**src/rtl/hqm_aw_async_data_sched_pkg.sv**
```systemverilog
// Shared types and constants for the async-data crossing scheduler.
package hqm_aw_async_data_sched_pkg;

  typedef enum logic [1:0] {
    ASD_IDLE  = 2'd0,
    ASD_ISSUE = 2'd1,
    ASD_GUARD = 2'd2
  } aw_async_sched_state_t;

  // Shortest guard interval; a programmed 0 is raised to this.
  localparam int ASD_GUARD_MIN = 1;

endpackage

```
**src/rtl/hqm_aw_async_data_sched_rr_arb.sv**
```systemverilog
// Combinational round-robin pick: first set bit of req at or above ptr, wrapping.
module hqm_aw_async_data_sched_rr_arb #(
  parameter int NUM_REQ = 4,
  parameter int IDX_W   = $clog2(NUM_REQ)
) (
  input  logic [NUM_REQ-1:0] req,
  input  logic [IDX_W-1:0]   ptr,
  output logic               gnt_v,
  output logic [IDX_W-1:0]   gnt_idx
);

  int w_j;

  // Walk offsets from farthest to nearest so the nearest request wins.
  always_comb begin
    gnt_v   = 1'b0;
    gnt_idx = '0;
    w_j     = 0;
    for (int k = NUM_REQ - 1; k >= 0; k--) begin
      w_j = int'(ptr) + k;
      if (w_j >= NUM_REQ) w_j = w_j - NUM_REQ;
      if (req[IDX_W'(w_j)]) begin
        gnt_v   = 1'b1;
        gnt_idx = IDX_W'(w_j);
      end
    end
  end

endmodule

```
**src/rtl/hqm_aw_async_data_sched.sv**
```systemverilog
// Shares one async data crossing among NUM_REQ requesters: capture, round-robin
// issue as a single xfer_v pulse, then hold off for a guard interval.
module hqm_aw_async_data_sched
  import hqm_aw_async_data_sched_pkg::*;
#(
  parameter int NUM_REQ = 4,
  parameter int WIDTH   = 32,
  parameter int IDX_W   = $clog2(NUM_REQ),
  parameter int GUARD_W = 6
) (
  input  logic                     clk,
  input  logic                     rst,
  input  logic [GUARD_W-1:0]       cfg_guard_cycles,
  input  logic [NUM_REQ-1:0]       req_v,
  input  logic [NUM_REQ*WIDTH-1:0] req_data,
  output logic [NUM_REQ-1:0]       req_pend,
  output logic [NUM_REQ-1:0]       req_drop,
  output logic                     xfer_v,
  output logic [IDX_W-1:0]         xfer_idx,
  output logic [WIDTH-1:0]         xfer_data,
  output logic                     busy,
  output logic [1:0]               dbg_state
);

  localparam logic [1:0] ST_IDLE  = ASD_IDLE;
  localparam logic [1:0] ST_ISSUE = ASD_ISSUE;
  localparam logic [1:0] ST_GUARD = ASD_GUARD;

  logic [1:0]         r_state;
  logic [IDX_W-1:0]   r_rr_ptr;
  logic [IDX_W-1:0]   r_xfer_idx;
  logic [WIDTH-1:0]   r_xfer_data;
  logic [GUARD_W-1:0] r_guard_cnt;
  logic [NUM_REQ-1:0] r_pend;
  logic [NUM_REQ-1:0] r_drop;
  logic [WIDTH-1:0]   r_hold [NUM_REQ];

  logic               w_gnt_v;
  logic [IDX_W-1:0]   w_gnt_idx;
  logic               w_grant;
  logic [NUM_REQ-1:0] w_gnt_oh;
  logic [GUARD_W-1:0] w_guard_load;
  logic [IDX_W-1:0]   w_next_ptr;

  hqm_aw_async_data_sched_rr_arb #(
    .NUM_REQ (NUM_REQ),
    .IDX_W   (IDX_W)
  ) u_rr_arb (
    .req     (r_pend),
    .ptr     (r_rr_ptr),
    .gnt_v   (w_gnt_v),
    .gnt_idx (w_gnt_idx)
  );

  assign w_grant      = (r_state == ST_IDLE) && w_gnt_v;
  assign w_guard_load = (cfg_guard_cycles < GUARD_W'(ASD_GUARD_MIN)) ?
                        GUARD_W'(ASD_GUARD_MIN) : cfg_guard_cycles;
  assign w_next_ptr   = (w_gnt_idx == IDX_W'(NUM_REQ - 1)) ? '0 : w_gnt_idx + 1'b1;

  always_comb begin
    w_gnt_oh = '0;
    for (int i = 0; i < NUM_REQ; i++) begin
      w_gnt_oh[i] = w_grant && (w_gnt_idx == IDX_W'(i));
    end
  end

  // A new write always wins over the grant clearing pend; the grant reads the old hold.
  always_ff @(posedge clk or posedge rst) begin
    if (rst) begin
      r_pend <= '0;
      r_drop <= '0;
      for (int i = 0; i < NUM_REQ; i++) r_hold[i] <= '0;
    end else begin
      for (int i = 0; i < NUM_REQ; i++) begin
        if (req_v[i]) begin
          r_hold[i] <= req_data[i*WIDTH +: WIDTH];
          r_pend[i] <= 1'b1;
        end else if (w_gnt_oh[i]) begin
          r_pend[i] <= 1'b0;
        end
        r_drop[i] <= req_v[i] && r_pend[i] && !w_gnt_oh[i];
      end
    end
  end

  always_ff @(posedge clk or posedge rst) begin
    if (rst) begin
      r_state     <= ST_IDLE;
      r_rr_ptr    <= '0;
      r_xfer_idx  <= '0;
      r_xfer_data <= '0;
      r_guard_cnt <= '0;
    end else begin
      case (r_state)
        ST_IDLE: begin
          if (w_grant) begin
            r_xfer_idx  <= w_gnt_idx;
            r_xfer_data <= r_hold[w_gnt_idx];
            r_rr_ptr    <= w_next_ptr;
            r_state     <= ST_ISSUE;
          end
        end
        ST_ISSUE: begin
          r_guard_cnt <= w_guard_load;
          r_state     <= ST_GUARD;
        end
        ST_GUARD: begin
          r_guard_cnt <= r_guard_cnt - 1'b1;
          if (r_guard_cnt <= GUARD_W'(ASD_GUARD_MIN)) r_state <= ST_IDLE;
        end
        default: r_state <= ST_IDLE;
      endcase
    end
  end

  assign req_pend  = r_pend;
  assign req_drop  = r_drop;
  assign xfer_v    = (r_state == ST_ISSUE);
  assign xfer_idx  = r_xfer_idx;
  assign xfer_data = r_xfer_data;
  assign busy      = (r_state != ST_IDLE) || (|r_pend);
  assign dbg_state = r_state;

endmodule
```
**config.mk**
```make
export PLATFORM = sky130hd
export DESIGN_NAME = hqm_aw_async_data_sched
export DESIGN_NICKNAME = d
export VERILOG_FILES = /design/src/rtl/hqm_aw_async_data_sched_pkg.sv /design/src/rtl/hqm_aw_async_data_sched_rr_arb.sv /design/src/rtl/hqm_aw_async_data_sched.sv
export SDC_FILE = /design/constraint.sdc
export NUM_CORES = 1
export LEC_CHECK = 0
export BUFFER_PORTS_ARGS = -buffer_cell sky130_fd_sc_hd__buf_2
export CAP_MARGIN = 10
export CELL_PAD_IN_SITES_DETAIL_PLACEMENT = 1
export CELL_PAD_IN_SITES_GLOBAL_PLACEMENT = 2
export CORE_ASPECT_RATIO = 2
export CORE_MARGIN = 2
export CORE_UTILIZATION = 38
export CTS_CLUSTER_SIZE = 28
export DETAILED_ROUTE_END_ITERATION = 10
export PLACE_DENSITY_LB_ADDON = 0.1
export SKIP_LAST_GASP = 1
export SYNTH_ARGS = -nofsm -noshare
export SYNTH_HDL_FRONTEND = slang
export SYNTH_SLANG_ARGS = --single-unit
```
**constraint.sdc**
```tcl
create_clock -name clk -period 15.7 [get_ports clk]
set_clock_uncertainty 0.2 [all_clocks]
set_input_delay 1.57 -clock clk [delete_from_list [all_inputs] [get_ports clk]]
set_output_delay 1.57 -clock clk [all_outputs]
set_load 0.1 [all_outputs]
```
* After elaboration in Yosys (flattened, before gate mapping) *
Index checks and enable logic that the tools add are counted.

storage, ports and cells
  word-level logic and storage cells = 112
  register bits = 180
  output and inout port bits = 46

cells by class
  reduce and logical (&&, ||, !) cells = 29
  bitwise logic cells = 1
  equality and inequality tests = 7
  order comparisons = 11
  multiplexer cells = 41
  add/subtract/negate cells = 9

operators by type and width
  operator                                                                           count
  32-bit binary-select mux with 2-bit select                                         1
  32-bit two-way mux                                                                 2
  2-bit two-way mux                                                                  11
  1-bit two-way mux                                                                  20
  2-bit by 4-bit < comparator with 1-bit output (second input constant)              4
  1-bit logical AND                                                                  13
  3-bit greater-or-equal comparator (second input constant)                          4
  6-bit case mux with 2 select lines                                                 1
  2-bit nonzero test                                                                 6
  1-bit binary-select mux with 2-bit select                                          4
  2-bit by 1-bit subtractor with 2-bit output (second input constant)                4
  2-bit by 2-bit adder with 3-bit output (second input constant)                     2
  2-bit == test (second input constant)                                              3
  6-bit by 1-bit less-or-equal comparator with 1-bit output (second input constant)  1
  6-bit by 1-bit < comparator with 1-bit output (second input constant)              1
  6-bit two-way mux                                                                  1
  2-bit case mux with 3 select lines                                                 1
  6-bit by 1-bit subtractor with 6-bit output (second input constant)                1
  2-bit by 1-bit == test with 1-bit output (second input constant)                   2
  1-bit logical NOT                                                                  4
  2-bit logical NOT                                                                  2
  2-bit inequality test (second input constant)                                      2
  2-bit AND reduction                                                                2
  4-bit OR reduction                                                                 1
  other kinds (5)                                                                    5

* Logic depth before layout (Yosys ltp) *
Gate-level depths: netlist of run 1.

  depth in word-level cells = 14
  mapped depth = 8
  gate-level depth less buffers = 6

* By module *
Synthesis of run 1 repeated with hierarchy kept, for this count alone.

unflattened totals
  cell total of the unflattened synthesis = 502
  area, all modules = 7,875.1 um^2

modules (own cells, without submodules)
  module                          cells an instance  area each (um^2)  times used  seq. area each (um^2)
  hqm_aw_async_data_sched         489                7,797.5           1           4,504.3
  hqm_aw_async_data_sched_rr_arb  13                 77.6              1           0.0

* Least setup slack after synthesis of run 1 *
Ideal clock, no wire load.

  path type = register -> output
  start point = register r_state[0], in the netlist dbg_state[0]
  end point = output port busy
  cell stages (with the launch flop) = 4
  arrival time = 2,090 ps
  required time = 13,930 ps
  slack = 11,840 ps
  cell sequence = dfrtp_1 inv_1 ha_1 nand2_1

between the ends
  cells in the longest elaborated chain, start to end = 2

ends and longest elaborated chain
  element                   RTL line                        source
  start: declaration        hqm_aw_async_data_sched.sv:29   logic [1:0] r_state;
  start signal: assignment  hqm_aw_async_data_sched.sv:88   r_state <= ST_IDLE;
  start signal: assignment  hqm_aw_async_data_sched.sv:100  r_state <= ST_ISSUE;
  start signal: assignment  hqm_aw_async_data_sched.sv:105  r_state <= ST_GUARD;
  2-bit nonzero test        hqm_aw_async_data_sched.sv:121  assign busy = (r_state != ST_IDLE) || (|r_pend);
  1-bit logical OR          hqm_aw_async_data_sched.sv:121
  end: declaration          hqm_aw_async_data_sched.sv:21   output logic busy,

Every way passes these cells.

* Worst setup path in the final report of run 1 *
  start point = register r_pend[0], in the netlist req_pend[0]
  end point = output port busy

between the ends
  cells in the longest elaborated chain, start to end = 2

ends and longest elaborated chain
  element                           RTL line                        source
  start: declaration                hqm_aw_async_data_sched.sv:34   logic [NUM_REQ-1:0] r_pend;
  start signal: assignment          hqm_aw_async_data_sched.sv:70   r_pend <= '0;
  start signal: indexed assignment  hqm_aw_async_data_sched.sv:77   r_pend[i] <= 1'b1;
  start signal: indexed assignment  hqm_aw_async_data_sched.sv:79   r_pend[i] <= 1'b0;
  4-bit OR reduction                hqm_aw_async_data_sched.sv:121
  1-bit logical OR                  hqm_aw_async_data_sched.sv:121

Every way passes these cells.

==> metrics.yaml, run 1 <==
status: "completed"
r2r_start: "r_rr_ptr[1]"
grt_pass1_vias: 6292
numPortBuffers: 185
synth_edf_count: 0
cts_resized: 0
grt_antenna_before_repair: 2
hold_path_end: "xfer_idx[0]"
endpoint_kind: "output port"
avgSynthCellArea_um2: 12.9
die_h_um: 207
crit_fanout: 11
worst_pin_slew_ps: 1060
maxCapViolations: 0
cp.arrival_ps: 1850
clock-sinks: 180
yosysMostFrequentCell: "dfrtp_1"
synth.top_cells.by_count: "dfrtp_1, mux2_2, nand2_1"
whs_ps: 273
synthArstFlopShare_pct: 100
ys_ff_latch: 180
synth_cell_types: 42
worstHoldStart: "xfer_idx[0]"
p_per_area_nw_per_um2: 215
post_drt_wl_per_cell_um: 21.3
die_area_um2: 21900
finalHoldViolCount: 0
vias: 5506
core_area_um2: 20400
root_buffer: "clkbuf_16"
synth_top_area_share_pct: 57.3
fill_cells: 2222
postSynthCellCount: 610
slew_headroom_pct: 29.4
gp_congestion: 0.778
hold_buffers: 0
drive_gt1_share_pct: 45.0
slew_viol_final: 0
grt_pass1_wl_mm: 35.5
ys_warn_count: 0
ys_seq_area_share_pct: 57.3
startpoint_type: "flip-flop"
insertion_delay_ps: 440
grt-ovfl-total: 0
syn_to_final_growth_pct: 21.4
leakage_nw: 4.41
viasPerCell: 5.20
cts_tree: "done"
die_w_um: 106
core.rowCount: 74
drt_wl_total_mm: 22.5
ys.flop_type: "dfrtp_1"
initial_utilization_pct: 38.6
finalSetupViolCount: 0
hold_class: "flip-flop to flip-flop"
r2r_end: "xfer_data[11]"
rrSetupSlack_ps: 12530
max_freq_mhz: 276
synthTopCellsByArea: "dfrtp_1, mux2_2, o221ai_2"
final_cells: 1059
synth_top_area_cell: "dfrtp_1"
path_clk_slew_ps: 60
grt_max_degree: 116
clockBufferDepth: 2
post-cts-setup-buffers: 0
period_share_pct: 23.1
cts-htree-levels: 4
worstPathRequired_ps: 13930
rsz0062_at_grt: "no"
dp_hpwl_mm: 15.3
grt_use_total_pct: 21.4
drt_iter0_drc: 240
vdd_ir_drop_max_mv: 0.118
syn_nets: 755
whs_path_depth: 2
pin_count: 186
r2r_cells: 6
synth_area_um2: 7870
drc: 0
dr.pass1.iters: 4
fin_nets: 923
finalSetupTns_ps: 0
numCtsBuffers: 17
dp_cells: 1025
crit_type: "flip-flop to output port"
ant_nets: 0
period_minus_slack_ps: 3620
-- layout make-up --
type                       instances  area (µm²)  area share [%]
inverter                          40         155            1.62
sequential                       180        4500            47.2
timing repair buffer             190         963            10.1
antenna                            2        5.00          0.0524
clock inverter                    13         173            1.81
tap                              266         333            3.49
multi-input combinational        349        2960            31.0
clock buffer                      19         453            4.74
-- power by group --
part | total (mW) | internal (mW) | switching (mW)
clock network | 0.450 | 0.261 | 0.189
registers | 0.636 | 0.563 | 0.0727
logic | 0.970 | 0.251 | 0.719
-- per-stage QoR --
| stage | total power, mW | util (%) | setup slack (ps) | area, µm² |
|---|---|---|---|---|
| floorplan | 1.44 | - | 9040 | 7870 |
| global placement | 1.60 | 43.8 | 12170 | 8920 |
| detailed placement | 1.63 | 43.8 | 12060 | 8920 |
| CTS | 2.08 | 46.8 | 12070 | 9540 |
| global route | 2.16 | 46.9 | 12000 | 9550 |
| finish | 2.06 | 46.9 | 12080 | 9550 |
-- layout by cell type, fill, tap and decap left out, types with 7 or more instances in the layout --
cell type and instances:
nand2_1 42, a22oi_1 27, nor2_1 9, buf_2 185
clkbuf_16 17, dfrtp_1 180, o21ai_0 40, o221ai_1 7
mux2i_1 33, o221ai_2 26, mux2_2 96, a21oi_1 17
inv_1 39
-- critical path: stages (launching register included) --
cell	delay, ps
dfrtp_1	520
nor4_1	410
nand2_1	160
buf_2	320
-- cells by family (layout without fill, tap and decap cells) --
family                     Yosys count  after routing  share of synthesized area [%]
DFF                                180            180                           57.3
AOI/OAI and AO/OA                  135            135                           14.0
muxes                              129            129                           17.9
buffers and inverters               81            262                           5.36
and+or+nand+nor                     80             80                           4.61
adders and majority gates            5              5                          0.795
other                                0              2                              0
-- state kept, by name, indices dropped and copies added (netlist names) --
signal,count
r_rr_ptr,2
dbg_state,2
xfer_idx,2
req_pend,4
r_guard_cnt,6
req_drop,4
xfer_data,32
r_hold,128
-- worst max path at each step --
| stage | start | end | slack [ps] | cells past startpoint |
|---|---|---|---|---|
| final | req_pend[0] | busy | 12080 | 3 |
| after global routing | dbg_state[0] | busy | 12000 | 4 |
| after CTS | req_pend[0] | busy | 12070 | 3 |
| after detailed placement | rst | r_hold[76] | 12060 | 3 |
| after global placement | rst | r_hold[110] | 12170 | 3 |
| after floorplan | rst | dbg_state[0] | 9040 | 1 |
-- per-layer routing --
| metal | global-route usage (%) | vias up | routed length, µm |
|---|---|---|---|
| met5 | 0 | - | 0 |
| met4 | 8.53 | 0 | 591 |
| met3 | 4.49 | 30 | 927 |
| met2 | 39.7 | 148 | 12600 |
| met1 | 23.2 | 2812 | 8380 |
| li1 | - | 2516 | - |
(Power assumes the default switching activity.)
==> run 2, diff against run 1 <==
- ABC_AREA: default -> 1
- CORE_UTILIZATION: 38 -> 31
- clock period: 15.7 -> 3.6 ns (I/O delays scaled with it)
==> metrics.yaml, run 2 <==
largest-register: "r_hold"
cts_tree: "done"
fin_ws_ps: 757  # -11320 ps
syn_nets: 1210  # +60%
synth_edf_count: 0  # unchanged
ys_ff_latch: 180  # unchanged
clockBufferDepth: 2  # unchanged
initial_utilization_pct: 31.3  # -7.3 points
drc: 0  # unchanged
hold_class: "input port to flip-flop"
ys_seq_area_share_pct: 53.6  # -3.6 points
diodes: 0  # -2
slew_viol_final: 0  # unchanged
syn_to_final_growth_pct: 36.9
hold_path_end: "r_guard_cnt[4]"
core.rowCount: 85  # +15%
core_area_um2: 26800  # +32%
maxCapViolations: 0  # unchanged
crit_type: "flip-flop to flip-flop"
ys_warn_count: 0  # unchanged
status: "completed"
numCtsBuffers: 17  # unchanged
crit_family: "simple AND/OR/NAND/NOR gates"
synth_area_um2: 8400  # +6.7%
vdd_ir_drop_max_mv: 0.901  # +670%
synthTopCellsByArea: "dfrtp_1, nand2_1, nand3_1"
slew_headroom_pct: 24.3  # -5.1 points
top_usage_layer: "met2"
clock-sinks: 180  # unchanged
die_w_um: 120  # +14%
grt-ovfl-total: 0  # unchanged
insertion_delay_ps: 460  # +20 ps
post-cts-setup-buffers: 0  # unchanged
cp_slowest_stage_delay_ps: 630  # +110 ps
path_clk_slew_ps: 70  # about the same
final_cell_mix: "nand2_1, buf_2, dfrtp_1, nand3_1, dlygate4sd3_1"
viasPerCell: 4.70  # -9.6%
r2r_end: "xfer_data[21]"
slowest_stage: "dfrtp_1"
die_area_um2: 28500  # +30%
stdcell_area_um2: 11500  # +20%
cts-htree-levels: 4  # unchanged
drive_gt1_share_pct: 18.3  # -27 points
synth_top_area_share_pct: 53.6  # -3.6 points
synth_top_area_cell: "dfrtp_1"
grt_pass1_vias: 8808  # +40%
largest_register_ffs: 128  # unchanged
endpoint_kind: "flip-flop"
synth_cell_types: 28  # -33%
r2r_cells: 13  # +7
post_drt_wl_per_cell_um: 18.2  # -14%
drt_iter0_drc: 313  # +30%
pin_count: 186  # unchanged
drt_wl_total_mm: 31.1  # +38%
place_area_um2: 9560  # +7.3%
grt_util_met3_pct: 3.61  # -0.88 points
die_h_um: 237  # +14%
worstHoldStart: "cfg_guard_cycles[4]"
finalHoldViolCount: 0  # unchanged
synthArstFlopShare_pct: 100  # unchanged
crit_path_cell_trace: "inv_2 > nand2_1 > nand2_1 > nand2_1 > nand2_1 > nor2_1 > nor2_2 > nand2_2 > buf_4 > nand3_1 > nand2_1 > nand3_1 > nand3_1"
max_freq_mhz: 352
crit_path_frequent_cell: "nand2_1"
grt_use_total_pct: 22.5  # +1.2 points
grt_max_degree: 66  # -43%
yosysMostFrequentCell: "nand2_1"
p_per_area_nw_per_um2: 903  # +320%
numPortBuffers: 185  # unchanged
vias: 8039  # +46%
r2r_start: "r_rr_ptr[0]"
postSynthCellCount: 1065  # +75%
cts_resized: 0  # unchanged
grt_pass1_wl_mm: 48.0  # +35%
synth.top_cells.by_count: "nand2_1, dfrtp_1, nand3_1"
cp.arrival_ps: 3030  # +1180 ps
hold_buffers: 130  # +130
grt_antenna_before_repair: 0  # -2
grt_use_met2_pct: 45.5  # +5.8 points
gp_congestion: 0.743  # -4.5%
final_common_cell: "nand2_1"
root_buffer: "clkbuf_16"
pre_cts_ws_ps: 761  # -11300 ps
finalSetupViolCount: 0  # unchanged
whs_path_depth: 3  # +1
use_met1_pct: 22.5  # -0.70 points
dr.pass1.iters: 4  # unchanged
rsz0062_at_grt: "no"
p_total_mw: 10.4  # +400%
final_cells: 1711  # +62%
rrSetupSlack_ps: 760  # -11770 ps
worstPathRequired_ps: 3780  # -10150 ps
crit_fanout: 64  # +53
leakage_nw: 6.07  # +38%
whs_ps: 57.5  # -215 ps
fin_nets: 1495  # +62%
period_share_pct: 79.0
finalSetupTns_ps: 0  # unchanged
ant_nets: 0  # unchanged
avgSynthCellArea_um2: 7.88  # -39%
ys.flop_type: "dfrtp_1"
worst_pin_slew_ps: 1140  # +76.8 ps
dp_cells: 1549  # +51%
fin_util_pct: 42.9  # -4.0 points
critPathBufInv: 2  # +1
dp_hpwl_mm: 21.5  # +41%
period_minus_slack_ps: 2840
startpoint_type: "flip-flop"
## run 2: cell types whose count changed in the layout (fill, tap and decap cells not counted), sizes merged, moves of 32 or more
cell         before  now
mux2             96    0
inv              43   93
nand3             6  172
a22oi            32    0
o21ai            42   80
o221ai           33    0
dlygate4sd3       0  130
nand2            45  438
mux2i            33    0
## run 2: cell type report
cell class | instances | area, µm²
timing repair buffer | 331 | 2400
clock buffer | 22 | 474
clock inverter | 10 | 153
fill | 3363 | 15300
multi-input combinational | 725 | 3170
inverter | 95 | 360
tap | 348 | 435
sequential | 180 | 4500
## run 2: worst max-delay path by stage
stage / start / endpoint / slack (ps) / depth (start not counted)
floorplan: rst / dbg_state[0] / 730 / 1
global placement: r_rr_ptr[0] / xfer_data[21] / 760 / 13
CTS: r_rr_ptr[0] / xfer_data[21] / 740 / 13
finish: r_rr_ptr[0] / xfer_data[21] / 760 / 13
global route: r_rr_ptr[0] / xfer_data[21] / 430 / 13
detailed placement: r_rr_ptr[0] / xfer_data[21] / 760 / 13
## run 2: logic make-up after synthesis
family	Yosys count	synth area share, %
and+or+nand+nor	628	31.3
DFF	180	53.6
buffers and inverters	160	8.66
AOI/OAI and AO/OA	91	5.57
adders and majority gates	5	0.745
xor gates and xnor gates	1	0.104
## run 2: tightest hold or removal path, delay by kind of cell
family	cells	cell delay [ps]
buffers and inverters	1	90
AO/OA/AOI/OAI	2	220
## run 2: layer usage
metal | routed length, µm | vias to the layer above
li1 | - | 3911
met1 | 11100 | 3952
met2 | 18500 | 149
met3 | 915 | 27
met4 | 614 | 0
met5 | 0 | -
## run 2: report_power, final
group	internal [mW]	total [mW]	switching [mW]
combinational	1.27	5.63	4.36
sequential	2.45	2.73	0.273
clock	1.21	2.02	0.809
total	4.94	10.4	5.45
